<file path="src/rtl/handshake_io_buffer_if.sv">
// Signal bundle for handshake_io_buffer: 4-phase producer/consumer channels
// plus the processor-side RX pop and TX push ports.
interface handshake_io_buffer_if #(
  parameter int WIDTH = 8,
  parameter int DEPTH = 4
);
  localparam int CW = $clog2(DEPTH) + 1;

  logic [WIDTH-1:0] in;
  logic             inDataReady;
  logic             inACK;
  logic [WIDTH-1:0] out;
  logic             outDataReady;
  logic             outACK;

  logic [WIDTH-1:0] rxData;
  logic             rxRead;
  logic             rxEmpty;
  logic [CW-1:0]    rxCount;
  logic [WIDTH-1:0] txData;
  logic             txWrite;
  logic             txFull;
  logic [CW-1:0]    txCount;

  modport slave (
    input  in, inDataReady, outACK, rxRead, txData, txWrite,
    output inACK, out, outDataReady, rxData, rxEmpty, rxCount, txFull, txCount
  );

  modport master (
    output in, inDataReady, outACK, rxRead, txData, txWrite,
    input  inACK, out, outDataReady, rxData, rxEmpty, rxCount, txFull, txCount
  );
endinterface

</file>
<file path="src/rtl/handshake_io_buffer.sv">
// Bridges a 4-phase producer and a 4-phase consumer to a processor through
// an RX FIFO (first-word-fall-through) and a TX FIFO.
module handshake_io_buffer #(
  parameter int WIDTH = 8,
  parameter int DEPTH = 4
) (
  input  logic                  clk,
  input  logic                  reset,
  handshake_io_buffer_if.slave  bus,
  output logic                  rx_state,
  output logic [1:0]            tx_state
);
  localparam int CW = $clog2(DEPTH) + 1;
  localparam int AW = $clog2(DEPTH);
  localparam logic [CW-1:0] FULL = CW'(DEPTH);

  typedef enum logic {RX_IDLE = 1'b0, RX_ACK = 1'b1} rx_state_t;
  typedef enum logic [1:0] {TX_IDLE = 2'd0, TX_SEND = 2'd1, TX_WAIT = 2'd2} tx_state_t;

  rx_state_t rx_q, rx_d;
  tx_state_t tx_q, tx_d;

  logic [WIDTH-1:0] rx_mem [DEPTH];
  logic [WIDTH-1:0] tx_mem [DEPTH];
  logic [AW-1:0]    rx_wr, rx_rd, tx_wr, tx_rd;
  logic [CW-1:0]    rx_cnt, tx_cnt;
  logic [WIDTH-1:0] out_q;
  logic             rx_store, rx_pop, tx_push, tx_pop;

  // Handshakes: a producer word transfers when inDataReady=1 meets RX_IDLE with
  // registered room; inACK then follows inDataReady down. A consumer word is
  // offered with outDataReady=1 until outACK=1, and the next word waits for outACK=0.
  always_comb begin
    rx_d     = rx_q;
    rx_store = 1'b0;
    case (rx_q)
      RX_IDLE: if (bus.inDataReady && rx_cnt != FULL) begin
        rx_store = 1'b1;
        rx_d     = RX_ACK;
      end
      RX_ACK:  if (!bus.inDataReady) rx_d = RX_IDLE;
      default: rx_d = RX_IDLE;
    endcase
  end

  always_comb begin
    tx_d   = tx_q;
    tx_pop = 1'b0;
    case (tx_q)
      TX_IDLE: if (tx_cnt != '0 && !bus.outACK) begin
        tx_pop = 1'b1;
        tx_d   = TX_SEND;
      end
      TX_SEND: if (bus.outACK) tx_d = TX_WAIT;
      TX_WAIT: if (!bus.outACK) tx_d = TX_IDLE;
      default: tx_d = TX_IDLE;
    endcase
  end

  assign rx_pop  = bus.rxRead && rx_cnt != '0;
  assign tx_push = bus.txWrite && tx_cnt != FULL;

  always_ff @(posedge clk or negedge reset) begin
    if (!reset) begin
      rx_q   <= RX_IDLE;
      tx_q   <= TX_IDLE;
      rx_wr  <= '0;
      rx_rd  <= '0;
      tx_wr  <= '0;
      tx_rd  <= '0;
      rx_cnt <= '0;
      tx_cnt <= '0;
      out_q  <= '0;
      for (int i = 0; i < DEPTH; i++) begin
        rx_mem[i] <= '0;
        tx_mem[i] <= '0;
      end
    end else begin
      rx_q <= rx_d;
      tx_q <= tx_d;
      if (rx_store) begin
        rx_mem[rx_wr] <= bus.in;
        rx_wr         <= rx_wr + AW'(1);
      end
      if (rx_pop) rx_rd <= rx_rd + AW'(1);
      // Store and pop in the same cycle leave the occupancy untouched.
      case ({rx_store, rx_pop})
        2'b10:   rx_cnt <= rx_cnt + CW'(1);
        2'b01:   rx_cnt <= rx_cnt - CW'(1);
        default: rx_cnt <= rx_cnt;
      endcase
      if (tx_push) begin
        tx_mem[tx_wr] <= bus.txData;
        tx_wr         <= tx_wr + AW'(1);
      end
      if (tx_pop) begin
        out_q <= tx_mem[tx_rd];
        tx_rd <= tx_rd + AW'(1);
      end
      case ({tx_push, tx_pop})
        2'b10:   tx_cnt <= tx_cnt + CW'(1);
        2'b01:   tx_cnt <= tx_cnt - CW'(1);
        default: tx_cnt <= tx_cnt;
      endcase
    end
  end

  assign bus.inACK        = (rx_q == RX_ACK);
  assign bus.outDataReady = (tx_q == TX_SEND);
  assign bus.out          = out_q;
  assign bus.rxData       = rx_mem[rx_rd];
  assign bus.rxEmpty      = (rx_cnt == '0);
  assign bus.rxCount      = rx_cnt;
  assign bus.txFull       = (tx_cnt == FULL);
  assign bus.txCount      = tx_cnt;
  assign rx_state         = rx_q;
  assign tx_state         = tx_q;
endmodule
</file>
<file path="src/flat_wrapper.sv">
// flat-port wrapper written by rule: the top's interface ports become plain ports
module handshake_io_buffer_flat 
#(
  parameter int WIDTH = 8,
  parameter int DEPTH = 4
)
  (clk, reset, rx_state, tx_state, bus_in, bus_inDataReady, bus_outACK, bus_rxRead, bus_txData, bus_txWrite, bus_inACK, bus_out, bus_outDataReady, bus_rxData, bus_rxEmpty, bus_rxCount, bus_txFull, bus_txCount);
  handshake_io_buffer_if #(.WIDTH(WIDTH), .DEPTH(DEPTH)) bus_i ();
  input  logic clk;
  input  logic reset;
  output logic rx_state;
  output logic [1:0] tx_state;
  input wire logic [$bits(bus_i.in)-1:0] bus_in;
  input wire logic [$bits(bus_i.inDataReady)-1:0] bus_inDataReady;
  input wire logic [$bits(bus_i.outACK)-1:0] bus_outACK;
  input wire logic [$bits(bus_i.rxRead)-1:0] bus_rxRead;
  input wire logic [$bits(bus_i.txData)-1:0] bus_txData;
  input wire logic [$bits(bus_i.txWrite)-1:0] bus_txWrite;
  output wire logic [$bits(bus_i.inACK)-1:0] bus_inACK;
  output wire logic [$bits(bus_i.out)-1:0] bus_out;
  output wire logic [$bits(bus_i.outDataReady)-1:0] bus_outDataReady;
  output wire logic [$bits(bus_i.rxData)-1:0] bus_rxData;
  output wire logic [$bits(bus_i.rxEmpty)-1:0] bus_rxEmpty;
  output wire logic [$bits(bus_i.rxCount)-1:0] bus_rxCount;
  output wire logic [$bits(bus_i.txFull)-1:0] bus_txFull;
  output wire logic [$bits(bus_i.txCount)-1:0] bus_txCount;
  assign bus_i.in = bus_in;
  assign bus_i.inDataReady = bus_inDataReady;
  assign bus_i.outACK = bus_outACK;
  assign bus_i.rxRead = bus_rxRead;
  assign bus_i.txData = bus_txData;
  assign bus_i.txWrite = bus_txWrite;
  assign bus_inACK = bus_i.inACK;
  assign bus_out = bus_i.out;
  assign bus_outDataReady = bus_i.outDataReady;
  assign bus_rxData = bus_i.rxData;
  assign bus_rxEmpty = bus_i.rxEmpty;
  assign bus_rxCount = bus_i.rxCount;
  assign bus_txFull = bus_i.txFull;
  assign bus_txCount = bus_i.txCount;
  handshake_io_buffer #(.WIDTH(WIDTH), .DEPTH(DEPTH)) u_core (.clk(clk), .reset(reset), .bus(bus_i), .rx_state(rx_state), .tx_state(tx_state));
endmodule
</file>
<file path="config.mk">
export PLATFORM = sky130hd
export DESIGN_NAME = handshake_io_buffer_flat
export DESIGN_NICKNAME = d
export VERILOG_FILES = /design/src/rtl/handshake_io_buffer_if.sv /design/src/rtl/handshake_io_buffer.sv /design/src/flat_wrapper.sv
export SDC_FILE = /design/constraint.sdc
export NUM_CORES = 1
export LEC_CHECK = 0
export BUFFER_PORTS_ARGS = -buffer_cell sky130_fd_sc_hd__buf_4
export CAP_MARGIN = 10
export CELL_PAD_IN_SITES_DETAIL_PLACEMENT = 0
export CELL_PAD_IN_SITES_GLOBAL_PLACEMENT = 1
export CORE_UTILIZATION = 41
export CTS_CLUSTER_SIZE = 16
export DETAILED_ROUTE_END_ITERATION = 16
export HOLD_SLACK_MARGIN = 0.05
export PLACE_DENSITY_LB_ADDON = 0.1
export SYNTH_ARGS = -nofsm -noshare
export SYNTH_HDL_FRONTEND = slang
export SYNTH_SLANG_ARGS = --single-unit
</file>
<file path="constraint.sdc">
create_clock -name clk -period 3.43 [get_ports clk]
set_input_delay 0.8575 -clock clk [delete_from_list [all_inputs] [get_ports clk]]
set_output_delay 0.8575 -clock clk [all_outputs]
set_load 0.05 [all_outputs]
</file>
# After elaboration in Yosys (flattened, before gate mapping)

Index checks and enable logic that the tools add are counted.
W data, S select, Z words.

Add/subtract/negate cells: 8
Magnitude comparators: 6
Equal/unequal tests: 12
Mux-type cells: 24
Bitwise gates (word level): 5
Reductions and logical operators: 14

Operator list:

| cell                  | count |
|---|---|
| $bwmux W32            | 2 |
| $mux W8               | 6 |
| $bmux W8 S2           | 2 |
| $demux W8 S2          | 2 |
| $ge A3 B3 Y1 const B  | 4 |
| $not A2 Y3            | 4 |
| $pmux W3 S2           | 2 |
| $add A2 B1 Y2 const B | 4 |
| $add A3 B1 Y3 const B | 2 |
| $eq A2 B1 Y1 const B  | 3 |
| $eq A2 B2 Y1 const B  | 3 |
| $logic_and A1 B1 Y1   | 6 |
| $lt A3 B1 Y1 const B  | 2 |
| $mux W2               | 3 |
| $ne A3 B3 Y1 const B  | 2 |
| $pmux W2 S3           | 1 |
| $reduce_bool A3 Y1    | 2 |
| $sub A3 B1 Y3 const B | 2 |
| $mux W1               | 5 |
| $ne A2 B2 Y1 const B  | 2 |
| $reduce_bool A2 Y1    | 2 |
| $eq A3 B3 Y1 const B  | 1 |
| $logic_not A3 Y1      | 1 |
| $reduce_and A3 Y1     | 1 |
| 5 further kinds       | 5 |

Bits in registers: 89
Input bits: 22
Output and inout bits: 29
Word-level logic and storage cells: 86

# Longest topological paths before layout

Depth in word-level cells: 6
Depth in mapped cells: 10
Gate-level depth less buffers: 9

# Worst setup path before layout

No wires, ideal clock.

Kind: reg-to-output
Start: register u_core.rx_cnt[0] (netlist: u_core.bus.rxCount[0])
End: output port bus_rxEmpty
Arrival: 1.757 ns
Required time: 2.572 ns
Path slack: 0.816 ns
Stages on the path, launching flop included: 2
Buffers on the path: 0
Cells stage by stage: dfrtp_1 nor3_1

Cells in the longest elaborated chain, start to end: 1

RTL lines:

| what                     | line                       | RTL |
|---|---|---|
| start: declaration       | handshake_io_buffer.sv:26  | `logic [CW-1:0] rx_cnt, tx_cnt;` |
| start signal: assignment | handshake_io_buffer.sv:88  | `2'b10: rx_cnt <= rx_cnt + CW'(1);` |
| start signal: assignment | handshake_io_buffer.sv:89  | `2'b01: rx_cnt <= rx_cnt - CW'(1);` |
| start signal: assignment | handshake_io_buffer.sv:90  | `default: rx_cnt <= rx_cnt;` |
| $logic_not A3 Y1         | handshake_io_buffer.sv:112 | `assign bus.rxEmpty = (rx_cnt == '0);` |
| end: declaration         | flat_wrapper.sv:23         | `output wire logic [$bits(bus_i.rxEmpty)-1:0] bus_rxEmpty;` |

No other way between the ends.

# Worst setup path after layout

Start: register u_core.rx_rd[0]
End: output port bus_rxData[1]

Cells in the longest elaborated chain, start to end: 4

RTL lines:

| what                                       | line                       | RTL |
|---|---|---|
| start: declaration                         | handshake_io_buffer.sv:25  | `logic [AW-1:0] rx_wr, rx_rd, tx_wr, tx_rd;` |
| start signal: assignment                   | handshake_io_buffer.sv:85  | `if (rx_pop) rx_rd <= rx_rd + AW'(1);` |
| $not A2 Y3 (not written as such)           | handshake_io_buffer.sv:111 | `assign bus.rxData = rx_mem[rx_rd];` |
| $bmux W8 S2                                | handshake_io_buffer.sv:111 |  |
| $mux W8 (not written as such) (2 in a row) | handshake_io_buffer.sv:111 |  |
| end: declaration                           | flat_wrapper.sv:22         | `output wire logic [$bits(bus_i.rxData)-1:0] bus_rxData;` |

No other way between the ends. The select of a mux whose other input is x is not followed.

==> metrics.cfg <==
[timing]
max_slew_margin_pct=43.1
worst-slew-pin-transition_ps=852
final.setup_skew_ps=13.5
rsz0062_at_grt=false
min_period_ps=2750
final.setup.worst_slack_ps=676
clock.fmax_mhz=363
setup_viol_count_final=0
final-hold-violation-count=0
report.final.slew_viol_count=0
finalSetupTns_ps=0
timing.final.crit_share_pct=80.3

[layout]
final_area_sq_mm=0.00484
drive_above_1_share_pct=52.5
finish.cell_count_without_fillers=449
post_layout_util_pct=49.5
finish.net_count=345
layout-area-overhead-vs-synth_pct=16.7
antenna-diode-count=0

[yosys]
mapped_nets=291
ys_types=31
main_combinational_cell_family_by_area_after_synthesis=multiplexers
yosys.area_share.simple_pct=5.73
synth-edff-count=0
synth_mux_area_share_pct=30.2
dominantRegCellSynth=dfrtp_1
postSynth.asyncResetShare_pct=100
post_synth_xor_area_fraction_pct=2.53
ys_seq_elements=89
postSynthAreaPerCell_sq_um=16.1
synth_area_in_adders_pct=3.98
yosysWarnings=0
synth_compound_area_share_pct=0.996
cell_count_after_synthesis=257
syn-cell-area_sq_mm=0.00415
synth.yosys.seq_area_share_pct=53.7

[hold_path]
min_path_type=reg2reg
hold_path_startpoint=u_core.rx_mem[11]

[critical_path]
worstSetupStartpoint=u_core.rx_rd[0]
critical_path.reg2reg.startpoint=u_core.bus.rxCount[1]
required_ps=2570
reg2reg_slack_ps=970
cp_max_fo=10
critPathKind=reg2out
startpoint_type=flop
cp-end-kind=primary output
cp_data_arrival_time_ps=1900

[floorplanning]
die_h_um=103
io_pins=51
dieWidth_um=103
core_sq_mm=0.00977
num_rows=36
initial_core_util_pct=42.4
dieArea_sq_mm=0.0105

[route]
detail_route.wl_per_cell_um=16.4
vias=2197
vias_per_cell=4.89
routed_wl_mm=7.34
drtIter0Drc=45
drc=0
detailedRoute.firstPassIterationCount=3
final_antenna_net_count=0

[clock_tree]
tritoncts_clock_tree=yes
cts_repair_resize_count=0
clk_latency_ps=360
cts_buffers=9
clock_sink_count=89
postCtsHoldBufs=0
ctsRootBufferMaster=clkbuf_8
ctsHtreeMaxLevel=3
clkTransAtPathRegs_ps=80
cts.repair_timing.setup_buffer_count=0
clock_path_buffers=2

[placement]
pre_cts_slack_ps=540
buffer_ports.inserted=50
dp.cells=433
place.gp.congestion=0.698
post_place_instance_area_sq_mm=0.00464
dp.final_hpwl_mm=4.92

[global_route]
grt_antenna_before_repair=0
pin_count_of_the_biggest_net_entering_global_routing=59
grt_pass1_wl_mm=12.0
gr-total-overflow=0
globalRouteTotalUtil_pct=15.8
grt_pass1_vias=2204

[power_and_ir_drop]
total_leakage_power_nw=2.19
worst_ir_drop_vdd_mv=0.512
power_per_cell_area_mw_per_mm2=1080

[outcome]
status=completed

[flow_run]
drv.max_cap_violation_count=0

-- cell type report --
class                           count  area (sq um)
Tap cell                          133           166
Inverter                           13          48.8
Timing Repair Buffer               53           398
Clock inverter                      5          55.1
Fill cell                         886          4940
Clock buffer                       11           141
Sequential cell                    89          2230
Multi-Input combinational cell    145          1800
-- worst max-delay path, stage by stage, from the launching register on --
cell	delay (ps)
dfrtp_1	720
mux4_2	610
buf_4	210
-- stage by stage --
stage                     hold slack (ps)  power, mW
after floorplan                       474       3.96
after CTS                             507       5.31
after detailed placement              482       4.58
final                                 504       5.25
after global placement                485       4.53
after global routing                  518       5.60
-- cells in the mapped netlist, drive strengths merged, types with 3 or more instances --
cell type	number	area [sq um]
mux4	16	360
dfrtp	89	2230
nand2	3	13.8
nand3	9	145
nor3	3	15.0
ha	10	125
inv	13	48.8
xnor2	5	43.8
xor2	7	61.3
nor2	3	11.3
buf	9	65.1
mux2	73	882
-- placed cells by master (no fill, tap or decap), drive strengths merged --
master	count
a211oi	1
and2	1
and2b	1
and3b	1
buf	53
bufinv	1
clkbuf	11
clkinv	2
clkinvlp	2
dfrtp	89
fa	2
ha	10
inv	13
mux2	73
mux2i	1
mux4	16
nand2	3
nand3	9
nor2	3
nor2b	2
nor3	3
o21a	2
o21ai	2
o31a	1
or3b	2
xnor2	5
xor2	7
-- sequential cells by signal, summed over array words and instances, names as in the netlist, 2 cells and up --
name and cells:
u_core.tx_rd 2, u_core.tx_wr 2, u_core.bus.out 8, u_core.tx_mem 32
u_core.rx_wr 2, u_core.bus.txCount 3, u_core.rx_mem 32, u_core.rx_rd 2
u_core.tx_state 2, u_core.bus.rxCount 3
-- power by group --
group,switching [mW],internal (mW),leakage [nW]
Clock,0.376,0.355,0.0953
Sequential,0.403,1.58,1.06
Combinational,1.31,1.23,1.03
-- routing by layer --
metal  part of all wire [%]  track usage, %  up-vias
met1                     44            20.5     1118
met5                      0               0        -
li1                       -               -     1029
met2                     51            25.8       37
met4                    1.6            6.92        0
met3                    3.1            3.32       13
-- worst paths after layout --
check,end,depth (start not counted)
setup / recovery,bus_rxData[1],2
hold / removal,u_core.rx_mem[11],1
setup reg to reg,u_core.bus.rxCount[2],9
hold reg to reg,u_core.rx_mem[11],1
max in group asynchronous,u_core.bus.out[7],2
min in group asynchronous,u_core.rx_mem[20],1
-- cell families (layout without fill, tap and decap cells) --
kind of cell               after synthesis  in the layout
xor gates and xnor gates                12             12
buffers and inverters                   23             82
muxes                                   90             90
adders and majority gates               12             12
and+or+nand+nor                         25             25
AOI/OAI and AO/OA                        6              6
DFF                                     89             89
Power figures use the tool's default switching activity.
